--- src/rtl/cache_access_sequencer.sv ---
// cache_access_sequencer: walks a linear word-address range, one cache access at a time, counting hits and misses.
module cache_access_sequencer #(
  parameter int ADDR_W       = 15,
  parameter int START_ADDR   = 1024,
  parameter int NUM_ACCESSES = 8192,
  parameter int CNT_W        = 14
) (
  input  logic              clk,
  input  logic              rst,
  input  logic              start,
  input  logic              finish_IN,
  input  logic              hit_IN,
  output logic [ADDR_W-1:0] address,
  output logic              busy,
  output logic              done,
  output logic [CNT_W-1:0]  hit_count,
  output logic [CNT_W-1:0]  miss_count,
  output logic [CNT_W-1:0]  access_count
);
  typedef enum logic [1:0] {IDLE, WAIT, STEP, DONE} state_t;
  localparam logic [ADDR_W-1:0] START = ADDR_W'(START_ADDR);
  localparam logic [CNT_W-1:0]  LAST  = CNT_W'(NUM_ACCESSES - 1);
  state_t state;
  logic   last;
  always_comb last = access_count == LAST;
  always_ff @(posedge clk or posedge rst)
    if (rst) begin
      state        <= IDLE;
      address      <= START;
      busy         <= 1'b0;
      done         <= 1'b0;
      hit_count    <= '0;
      miss_count   <= '0;
      access_count <= '0;
    end else
      case (state)
        IDLE, DONE:
          if (start) begin
            state        <= WAIT;
            address      <= START;
            busy         <= 1'b1;
            done         <= 1'b0;
            hit_count    <= '0;
            miss_count   <= '0;
            access_count <= '0;
          end
        WAIT:
          if (finish_IN) begin
            access_count <= access_count + CNT_W'(1);
            hit_count    <= hit_count + CNT_W'(hit_IN);
            miss_count   <= miss_count + CNT_W'(!hit_IN);
            state        <= last ? DONE : STEP;
            busy         <= !last;
            done         <= last;
          end
        // one-cycle bubble so the cache sees finish_IN drop before the next address
        STEP: begin
          address <= address + ADDR_W'(1);
          state   <= WAIT;
        end
      endcase
endmodule

--- config.mk ---
export PLATFORM = sky130hd
export DESIGN_NAME = cache_access_sequencer
export DESIGN_NICKNAME = d
export VERILOG_FILES = /design/src/rtl/cache_access_sequencer.sv
export SDC_FILE = /design/constraint.sdc
export NUM_CORES = 1
export LEC_CHECK = 0
export ABC_AREA = 0
export BUFFER_PORTS_ARGS = -buffer_cell sky130_fd_sc_hd__buf_2
export CAP_MARGIN = 20
export CORE_MARGIN = 8
export CORE_UTILIZATION = 45
export DETAILED_ROUTE_END_ITERATION = 8
export PLACE_DENSITY = 0.78
export SLEW_MARGIN = 20
export SYNTH_ARGS = -nofsm -noshare
export SYNTH_HDL_FRONTEND = slang
export SYNTH_SLANG_ARGS = --single-unit
--- constraint.sdc ---
create_clock -name clk -period 1.8 [get_ports clk]
set_input_delay 0 -clock clk [delete_from_list [all_inputs] [get_ports clk]]
set_output_delay 0 -clock clk [all_outputs]
set_load 0.005 [all_outputs]
# [Yosys cells after proc, flatten, opt, wreduce, memory -nomap -nowiden]
# Cells that the tools add are included.
[totals] output_inout_bits=59 regBits=61 wordCells=45
[classes] reduce_logical=9 addsub=4 n_mux=19 eq_ne=6
[ops] operator="one-hot mux 14 bit (2 select lines)" count=3
[ops] operator="2-to-1 mux 14 bit" count=4
[ops] operator="one-hot mux 15 bit (2 select lines)" count=1
[ops] operator="adder 14 x 1 -> 14 bit" count=2
[ops] operator="adder 15 x 1 -> 15 bit, second input constant" count=1
[ops] operator="2-to-1 mux 15 bit" count=1
[ops] operator="adder 14 x 1 -> 14 bit, second input constant" count=1
[ops] operator="equality test 14 x 13 -> 1 bit, second input constant" count=1
[ops] operator="one-hot mux 2 bit (3 select lines)" count=1
[ops] operator="2-to-1 mux 1 bit" count=5
[ops] operator="equality test 2 bit, second input constant" count=2
[ops] operator="2-to-1 mux 2 bit" count=2
[ops] operator="inequality test 2 bit, second input constant" count=2
[ops] operator="one-hot mux 1 bit (2 select lines)" count=2
[ops] operator="AND reduction 2 bit" count=2
[ops] operator="nonzero test 2 bit" count=2
[ops] operator="AND reduction 3 bit" count=1
[ops] operator="equality test 2 x 1 -> 1 bit, second input constant" count=1
[ops] operator="zero test 1 bit" count=2
[ops] operator="zero test 2 bit" count=1
[ops] operator="OR reduction 2 bit" count=1

# [Logic depth before layout (Yosys ltp)]
# Gate-level depths: netlist of the first run.
[depth] ltp_word=4 mapped_depth=9 ltp_nobuf=7

# [Worst setup path before layout of the first run]
# OpenSTA, ideal clock, no wires.
[synth_timing] kind="register to register" start="register state[0]" end="register address[14]" n_path_buf=1 t_required_ps=1680 setup_slack_ps=-24 arrival_ps=1704 path_stages_with_launch=8 path_cell_list="dfrtp_1 -> inv_1 -> ha_1 -> buf_4 -> mux2i_2 -> nor4_4 -> a31oi_1 -> a41o_1"
[synth_between] elab_chain_len=4
[synth_lines] element="start: declaration" line="23" text="state_t state;"
[synth_lines] element="start signal: assignment" line="52" text="state <= last ? DONE : STEP;"
[synth_lines] element="equality test 2 bit / zero test 2 bit (equally long branches)" line="36" text="case (state)"
[synth_lines] element="OR reduction 2 bit" line="36"
[synth_lines] element="inequality test 2 bit (no source line) / nonzero test 2 bit (equally long branches)"
[synth_lines] element="AND reduction 2 bit (no source line)"
[synth_lines] element="end signal: assignment" line="58" text="address <= address + ADDR_W'(1);"
[synth_lines] element="end: declaration" line="13" text="output logic [ADDR_W-1:0] address,"
# Parallel ways exist; a longest one is shown, timed or not.
# A chain may end at the register's enable or synchronous reset.

# [Final worst setup path of the first run]
# Ends and elaborated chain as after synthesis.

==> run_results.csv, run 1 <==
group,metric,value,unit
run_status,status,"finished with violations",
run_status,violations,"negative setup slack",
grt,grt_pass1_vias,2841,
yosys,yosysWarnings,0,
sta,setup_ws,-0.05217,ns
critical_path,critical_path_class,"flop to flop",
layout,final_common_cell,"buf_2",
sta,slew_headroom,56.97,%
floorplanning,start_util,46.67,%
yosys,ys_seq_area_share,47.92,%
detailed_routing,route.detailed.drc,0,
layout,antenna_cells,0,
worst_hold_path,worstHoldPathCells,3,
critical_path,ff2ff_path_depth,7,
power_and_ir_drop,total_power,4.439,mW
power_and_ir_drop,ir_worst_vdd,0.5533,mV
yosys,ys_async_sr_fraction,100.0,%
yosys,synth_top_area_cell,"dfrtp_1",
placement,dp_slack,-0.1191,ns
sta,setup_viol,3,
placement,io_buffers,63,
floorplanning,die_area,0.01003,mm²
detailed_routing,wirelength,8227,µm
floorplanning,rows,30,
clock_tree,htreeDepth,3,
sta,hold_violations,0,
floorplanning,boundaryPins,64,
floorplanning,core,0.006832,mm²
grt,gr-total-overflow,0,
detailed_routing,viasPerCell,5.382,
critical_path,regToRegSetupSlack,-0.05,ns
grt,antenna_found_initial,0,
clock_tree,clock_path_buffers,2,
critical_path,critical_path_arrival,2.08,ns
grt,grt_max_degree,29,
floorplanning,fp.dieW,100.2,µm
sta,grt_setup_unrepaired,"true",
layout,final_cell_mix,"buf_2, dfrtp_1, nand2_1",
clock_tree,cts_made_buffers,9,
yosys,syn_nets,336,
yosys,ys.flop_type,"dfrtp_1",
sta,finalCriticalPeriod,1.852,ns
worst_hold_path,worstHoldStart,"start",
layout,areaGrowthSynthToFinish,31.55,%
clock_tree,clock-sinks,61,
layout,register_area,0.001528,mm²
critical_path,cp.required,2.03,ns
clock_tree,clkTransAtPathRegs,0.07,ns
yosys,synth_enable_flop_cells,0,
worst_hold_path,hold_path.class,"primary input to flop",
power_and_ir_drop,pwr_density_cell,1058,mW/mm²
yosys,synth_area_leaders,"dfrtp_1, mux2i_1, nand2_1",
detailed_routing,wl_per_cell,15.70,µm
clock_tree,root_buffer,"clkbuf_8",
yosys,avgSynthCellArea,9.901,µm²
yosys,ys_types,47,
detailed_routing,firstDrtPassIters,4,
detailed_routing,final_antenna_net_count,0,
critical_path,endpoint_kind,"flop",
detailed_routing,drtIter0Drc,124,
placement,detailed_place_hpwl,5952,µm
job,max_cap_violations,0,
sta,worst-slew-pin-transition,0.6445,ns
critical_path,crit_fanout,5,
floorplanning,die_h,100.2,µm
yosys,synth_seq_cells,61,
yosys,netlist_instances,322,
power_and_ir_drop,total_leakage_power,2.082,nW
layout,n_fill_cell,597,
layout,drive_gt1_share,32.94,%
yosys,syn_area,0.003188,mm²
grt,grtUsageTotal,16.77,%
clock_tree,cts_tree,"done",
layout,fin_util,61.39,%
clock_tree,clk_latency,0.34,ns
sta,slew_violations,0,
placement,gp_congestion,0.8862,
sta,max_freq,539.9,MHz
detailed_routing,num_vias,2820,
critical_path,cp-start-kind,"flop",
layout,nNetsFinal,437,
yosys,yosysTopAreaCellShare,47.10,%
sta,fin_skew,0.01338,ns
layout,multi_input_area,0.001713,mm²
sta,period_share,102.9,%
worst_hold_path,min_to,"address[10]",
grt,grt_pass1_wl,13700,µm
critical_path,r2r-start,"state[0]",
critical_path,reg2reg_to,"address[14]",
[worst max-delay path, cell delays in order (launching register included)]
cell,delay (ns)
dfrtp_1,0.39
inv_2,0.08
ha_4,0.22
mux2i_2,0.17
buf_6,0.15
nor4_4,0.38
a31oi_1,0.14
a41o_1,0.22
[state kept, by name, summed over array words and instances, names as in the netlist]
name / cells
address: 15
state: 2
busy: 1
hit_count: 14
miss_count: 14
done: 1
access_count: 14
[through the flow]
step                      std cells  area (µm²)  hold WS, ns  TNS [ns]
after detailed placement        503        3820       0.1271   -0.6830
after CTS                       521        4048      0.04746   -0.7887
after floorplan                 322        3188       0.1638         0
after global routing            524        4194      0.08543   -0.4064
after global placement          503        3820       0.1212  -0.02512
final                           524        4194      0.06859   -0.1092
[timing repair]
action,in CTS,in global routing
setup buffers,0,3
setup endpoints to repair,29,48
gates cloned,0,0
endpoints found under the hold margin,27,0
hold buffers,2,0
gates resized for setup,6,26
pin swaps,1,7
[synthesized netlist by cell type (2+ instances only)]
cell type	instances
and3b_1	2
a22o_1	5
nand4_1	10
xnor2_1	8
mux2i_1	24
nand3_1	21
nand3b_1	2
o31ai_1	4
nand2b_1	2
inv_1	11
nor4_2	2
nor3_1	12
or3_1	6
and3_1	7
nor2_1	15
nand2_1	54
a41o_1	2
nor4_1	4
buf_2	3
clkbuf_1	4
a21oi_1	7
a31oi_1	3
dfrtp_1	60
buf_4	3
o21ai_0	15
o211ai_1	5
nor4_4	2
and4_1	2
ha_1	9
[worst max-delay path by stage]
stage,start,endpoint,slack (ns)
4_1_cts,state[0],miss_count[11],-0.08
2_1_floorplan,state[0],hit_count[13],0.004
5_1_grt,state[0],address[14],-0.12
6_report,state[0],address[14],-0.05
3_5_place_dp,state[0],miss_count[11],-0.12
3_3_place_gp,state[0],miss_count[11],-0.02
[kinds of logic (layout without fill, tap and decap cells)]
logic type | Yosys count | count (layout) | synth area share, %
flip-flops | 61 | 61 | 47.92
AND/OR/NAND/NOR | 151 | 151 | 25.67
buffers and inverters | 22 | 128 | 3.296
multiplexers | 25 | 25 | 7.967
XOR/XNOR | 8 | 8 | 2.198
adder cells (fa/ha/maj) | 9 | 9 | 3.532
AO/OA/AOI/OAI | 46 | 46 | 9.419
[where the power goes]
| part | internal, mW | switching [mW] |
|---|---|---|
| combinational | 0.787 | 0.993 |
| sequential | 1.47 | 0.109 |
| clock | 0.533 | 0.547 |
| total | 2.79 | 1.65 |
[area by class of cell]
cell class                      instances  area share [%]
Sequential cell                        61           36.43
Multi-Input combinational cell        239           40.84
Clock buffer                           12           3.461
Tap cell                               96           2.864
Timing Repair Buffer                  101           14.83
Clock inverter                          4          0.5967
Inverter                               11          0.9845
[metal layers]
| metal | vias up | wire (µm) | global-route usage, % | part of all wire, % |
|---|---|---|---|---|
| met1 | 1380 | 3728 | 21.16 | 45 |
| met5 | - | 0 | 0 | 0 |
| met4 | 0 | 93 | 5.698 | 1.1 |
| met3 | 10 | 417 | 4.429 | 5.1 |
| met2 | 58 | 3987 | 27.08 | 48 |
| li1 | 1372 | - | - | - |
Note: power is estimated with default switching activity, not from simulation.
==> run 2: changes to the inputs <==
Settings changed: CORE_ASPECT_RATIO set to 1.25.
==> run 2 against run 1 <==
The run now ends clean. Die area increased by 0.17%. Cell area is 2.9% lower. Register-to-register slack improved by 0.09 ns. Flip-flop and latch count stayed put. Combinational power decreased by 9.6%. Cell count down 1.7%. First-iteration DRC count is 18% lower. Critical path depth is 1 lower. Clock power up 13%. Fmax rose by 5.2%. Critical path type unchanged. Critical endpoint is now hit_count[9].
==> run_results.csv, run 2 (synthesis results as in run 1) <==
group,metric,value,unit
worst_hold_path,hold_path.class,"primary input to flop",
critical_path,startpoint,"state[1]",
sta,setup_viol,0,
sta,slew_violations,0,
critical_path,critical_path_class,"flop to flop",
detailed_routing,firstDrtPassIters,4,
clock_tree,clk_latency,0.34,ns
floorplanning,die_area,0.01005,mm²
layout,n_fill_cell,592,
floorplanning,rows,34,
placement,io_buffers,63,
layout,antenna_cells,0,
grt,grt_pass1_wl,12830,µm
critical_path,crit_fanout,10,
grt,gr-total-overflow,0,
layout,multi_input_area,0.001605,mm²
detailed_routing,viasPerCell,5.458,
power_and_ir_drop,total_leakage_power,2.014,nW
floorplanning,fp.dieW,91.29,µm
sta,period_share,97.85,%
worst_hold_path,worstHoldStart,"start",
sta,worst-slew-pin-transition,0.4340,ns
layout,register_area,0.001528,mm²
layout,largest_register,"address",
critical_path,cp.required,2.01,ns
power_and_ir_drop,total_power,4.412,mW
sta,fin_skew,0.007183,ns
floorplanning,start_util,45.98,%
detailed_routing,route.detailed.drc,0,
clock_tree,htreeDepth,3,
grt,antenna_found_initial,0,
critical_path,cp-start-kind,"flop",
worst_hold_path,worstHoldPathCells,3,
detailed_routing,wirelength,7939,µm
clock_tree,cts_tree,"done",
clock_tree,clock-sinks,61,
grt,grt_max_degree,35,
layout,largest_register_ffs,15,
sta,grt_setup_unrepaired,"true",
clock_tree,root_buffer,"clkbuf_8",
sta,hold_violations,0,
critical_path,endpoint_kind,"flop",
floorplanning,boundaryPins,64,
layout,final_common_cell,"buf_2",
power_and_ir_drop,pwr_density_cell,1083,mW/mm²
clock_tree,cts_made_buffers,9,
grt,grtUsageTotal,15.57,%
critical_path,ff2ff_path_depth,6,
critical_path,r2r-start,"state[1]",
clock_tree,clkTransAtPathRegs,0.07,ns
layout,final_cell_mix,"buf_2, dfrtp_1, nand2_1",
run_status,status,"complete, no violations",
critical_path,critical_path_arrival,1.97,ns
critical_path,regToRegSetupSlack,0.04,ns
clock_tree,clock_path_buffers,2,
detailed_routing,drtIter0Drc,102,
power_and_ir_drop,ir_worst_vdd,0.7195,mV
placement,gp_congestion,0.8331,
grt,grt_pass1_vias,2782,
placement,detailed_place_hpwl,5924,µm
job,max_cap_violations,0,
layout,nNetsFinal,434,
layout,areaGrowthSynthToFinish,27.79,%
layout,drive_gt1_share,30.82,%
layout,fin_util,58.75,%
detailed_routing,final_antenna_net_count,0,
detailed_routing,num_vias,2811,
sta,finalCriticalPeriod,1.761,ns
sta,max_freq,567.8,MHz
floorplanning,core,0.006934,mm²
floorplanning,die_h,110.1,µm
detailed_routing,wl_per_cell,15.42,µm
sta,slew_headroom,71.06,%
==> run 2: worst max-delay path, stage by stage (launching register included) <==
cell and delay, ns:
dfrtp_1 0.43, ha_4 0.33, buf_4 0.12, nand3b_1 0.26
buf_4 0.29, o211ai_1 0.09, o31ai_1 0.11
==> run 2: worst paths after layout <==
check,to
worst max register to register,hit_count[9]
min in group asynchronous,access_count[7]
worst min register to register,hit_count[13]
worst max-delay path,hit_count[9]
max in group asynchronous,address[10]
worst min-delay path,address[10]
==> run 2: layout make-up <==
type | instances | area share, %
clock buffers | 10 | 3.378
well taps | 90 | 2.764
multi-input cells | 239 | 39.40
repair buffers | 98 | 14.40
inverters | 11 | 1.014
flip-flops and latches | 61 | 37.50
clock inverters | 6 | 1.536
==> run 2: metrics by stage <==
step | hold WS (ns) | TNS (ns) | cells | setup slack, ns | cell area [µm²]
6_report | 0.07476 | 0 | 515 | 0.03871 | 4074
5_1_grt | 0.09179 | -0.03248 | 515 | -0.01234 | 4074
4_1_cts | 0.06011 | -0.05616 | 514 | -0.02258 | 4034
3_5_place_dp | 0.09355 | -0.6041 | 496 | -0.06682 | 3792
3_3_place_gp | 0.09205 | 0 | 496 | 0.005743 | 3792
2_1_floorplan | 0.1638 | 0 | 322 | 0.004427 | 3188
==> run 2: where the power goes <==
| group | internal, mW | leakage [nW] | switching [mW] |
|---|---|---|---|
| Clock | 0.671 | 0.0943 | 0.553 |
| Sequential | 1.47 | 0.834 | 0.107 |
| Combinational | 0.731 | 1.09 | 0.880 |
==> run 2: repair_timing <==
action                                  CTS  global route
hold buffers                              2             0
gates resized for setup                   4            10
buffers inserted                          0             1
hold endpoints to repair                 61             0
endpoints found under the setup margin   30            24
pin swaps                                 0             2
==> run 2: routing by layer <==
metal,wire length (µm),vias to the layer above,GRT usage [%],part of all wire [%]
met1,3385,1372,17.04,43
met2,4034,65,27.88,51
met3,368,14,3.726,4.6
met5,0,-,0,0
met4,151,0,7.855,1.9
li1,-,1360,-,-
==> run 3: changes to the inputs <==
Settings changed: GPL_ROUTABILITY_DRIVEN set to 0, SETUP_SLACK_MARGIN set to 0.05.
==> run 3 against run 2 <==
Sequential share of layout area fell by 1.3 points. Clock power fell by 9.8%. Largest cell class unchanged. Die area did not move. Count of clock-buffer cells in the layout rose by 4.
==> run_results.csv, run 3 (synthesis results as in run 1) <==
group,metric,value,unit
sta,fin_tns_setup,0,ns
layout,final_cell_mix,"buf_2, dfrtp_1, nand2_1",
detailed_routing,wl_per_cell,15.85,µm
power_and_ir_drop,p_comb_share,40.3,%
placement,dpl_cell_area,0.003831,mm²
floorplanning,die_area,0.01005,mm²
clock_tree,cts_made_buffers,9,
grt,gr-total-overflow,0,
run_status,status,"complete, no violations",
critical_path,regToRegSetupSlack,0.03,ns
grt,grt_pass1_vias,2791,
critical_path,crit_buf_inv,3,
detailed_routing,num_vias,2791,
clock_tree,clock_path_buffers,2,
grt,grt_max_degree,37,
sta,slew_violations,0,
sta,finalCriticalPeriod,1.770,ns
layout,areaGrowthSynthToFinish,32.38,%
detailed_routing,final_antenna_net_count,0,
critical_path,cp_cell_sequence,"ha_4 > buf_6 > nand2b_4 > buf_6 > o211ai_1 > buf_4 > o21ai_0 > o31ai_1",
critical_path,cp.required,2.01,ns
sta,holdWs,0.05197,ns
sta,worst-slew-pin-transition,0.7259,ns
sta,period_share,98.31,%
critical_path,cp-start-kind,"flop",
critical_path,endpoint_kind,"flop",
power_and_ir_drop,intPower,2.871,mW
placement,dp.cells,495,
layout,fin_area,0.004220,mm²
power_and_ir_drop,total_power,4.497,mW
floorplanning,die_h,110.1,µm
layout,fin_cells,517,
critical_path,critical_path_arrival,1.98,ns
critical_path,crit_top_cell,"buf_6",
sta,hold_violations,0,
sta,fin_skew,0.009959,ns
critical_path,critPathMaxStageDelay,0.42,ns
clock_tree,root_buffer,"clkbuf_8",
power_and_ir_drop,swShare,36.16,%
layout,antenna_cells,0,
detailed_routing,wirelength,8193,µm
grt,grt_pass1_wl,13210,µm
worst_hold_path,worstHoldPathCells,3,
placement,detailed_place_hpwl,5768,µm
power_and_ir_drop,total_leakage_power,2.115,nW
power_and_ir_drop,ir_worst_vdd,0.6449,mV
critical_path,crit_family,"buffers and inverters",
power_and_ir_drop,pwr_density_cell,1066,mW/mm²
power_and_ir_drop,p_clk_share,24.5,%
critical_path,reg2reg_to,"miss_count[2]",
clock_tree,htreeDepth,3,
floorplanning,fp.dieW,91.29,µm
critical_path,crit_fanout,5,
sta,max_freq,565.1,MHz
critical_path,r2r-start,"state[1]",
floorplanning,rows,34,
detailed_routing,firstDrtPassIters,4,
floorplanning,start_util,45.98,%
layout,largest_register,"address",
grt,grtUsageTotal,16.06,%
detailed_routing,drtIter0Drc,135,
layout,drive_gt1_share,33.96,%
job,max_cap_violations,0,
critical_path,critical_path_class,"flop to flop",
worst_hold_path,hold_path.class,"primary input to flop",
clock_tree,cts_tree,"done",
placement,io_buffers,63,
clock_tree,clk_latency,0.34,ns
power_and_ir_drop,switchingPower,1.626,mW
layout,nNetsFinal,436,
floorplanning,boundaryPins,64,
floorplanning,core,0.006934,mm²
sta,grt_setup_unrepaired,"true",
sta,setup_viol,0,
power_and_ir_drop,pwr-share-seq,35.2,%
detailed_routing,viasPerCell,5.398,
grt,antenna_found_initial,0,
worst_hold_path,min_to,"hit_count[0]",
critical_path,ff2ff_path_depth,8,
layout,final_common_cell,"buf_2",
layout,largest_register_ffs,15,
clock_tree,clkTransAtPathRegs,0.07,ns
detailed_routing,route.detailed.drc,0,
critical_path,slowest_stage,"dfrtp_1",
worst_hold_path,worstHoldStart,"hit_IN",
clock_tree,clock-sinks,61,
sta,slew_headroom,51.53,%
==> run 3: worst max path at each step <==
| stage | startpoint | endpoint | slack [ns] | cells after the start |
|---|---|---|---|---|
| 3_5_place_dp | state[0] | hit_count[7] | -0.19 | 7 |
| 6_report | state[1] | miss_count[2] | 0.03 | 8 |
| 4_1_cts | state[1] | hit_count[7] | 0.02 | 6 |
| 5_1_grt | state[1] | miss_count[2] | -0.05 | 8 |
| 3_3_place_gp | state[0] | miss_count[2] | -0.05 | 7 |
| 2_1_floorplan | state[0] | address[6] | 0.04 | 8 |
==> run 3: per-layer routing <==
metal | vias up | part of all wire, % | track usage [%]
met5 | - | 0 | 0
met2 | 49 | 52 | 27.73
met4 | 0 | 1.7 | 7.034
met1 | 1357 | 43 | 18.49
li1 | 1374 | - | -
met3 | 11 | 3.8 | 4.336
==> run 3: area by class of cell <==
| cell class | count | area (µm²) |
|---|---|---|
| clock inverter | 2 | 10.01 |
| clock buffer | 14 | 162.7 |
| fill | 565 | 2714 |
| timing repair buffer | 100 | 643.1 |
| inverter | 11 | 41.29 |
| multi-input combinational | 239 | 1723 |
| sequential | 61 | 1528 |
| tap | 90 | 112.6 |
==> run 3: worst register-to-register path: cells and delay by family (launching register included) <==
family	cells	cell delay [ns]
simple gates	1	0.10
compound gates	3	0.40
buf+inv	3	0.45
fa+ha+maj	1	0.28
flops	1	0.42
==> run 3: power groups by stage <==
stage          logic (mW)  clock network (mW)  registers, mW
6_report             1.81                1.10           1.58
5_1_grt              1.94                1.18           1.60
4_1_cts              1.64                1.12           1.57
3_5_place_dp         1.51                   0           1.59
3_3_place_gp         1.47                   0           1.59
2_1_floorplan       0.859                   0           1.59
==> run 3: what timing repair did <==
| action | in CTS | in global routing |
|---|---|---|
| endpoints found under the setup margin | 46 | 34 |
| pin swaps | 5 | 10 |
| endpoints found under the hold margin | 33 | 0 |
| setup buffers | 1 | 2 |
| hold buffers | 2 | 0 |
| gates resized for setup | 22 | 21 |
| cloned | 0 | 1 |
==> run 3: through the flow <==
stage                     worst slack, ns  util [%]
after CTS                         0.01877     59.71
after floorplan                   0.03580         -
after detailed placement          -0.1930     55.25
after global placement           -0.05248     55.25
after global routing             -0.05442     60.86
final                             0.03047     60.86
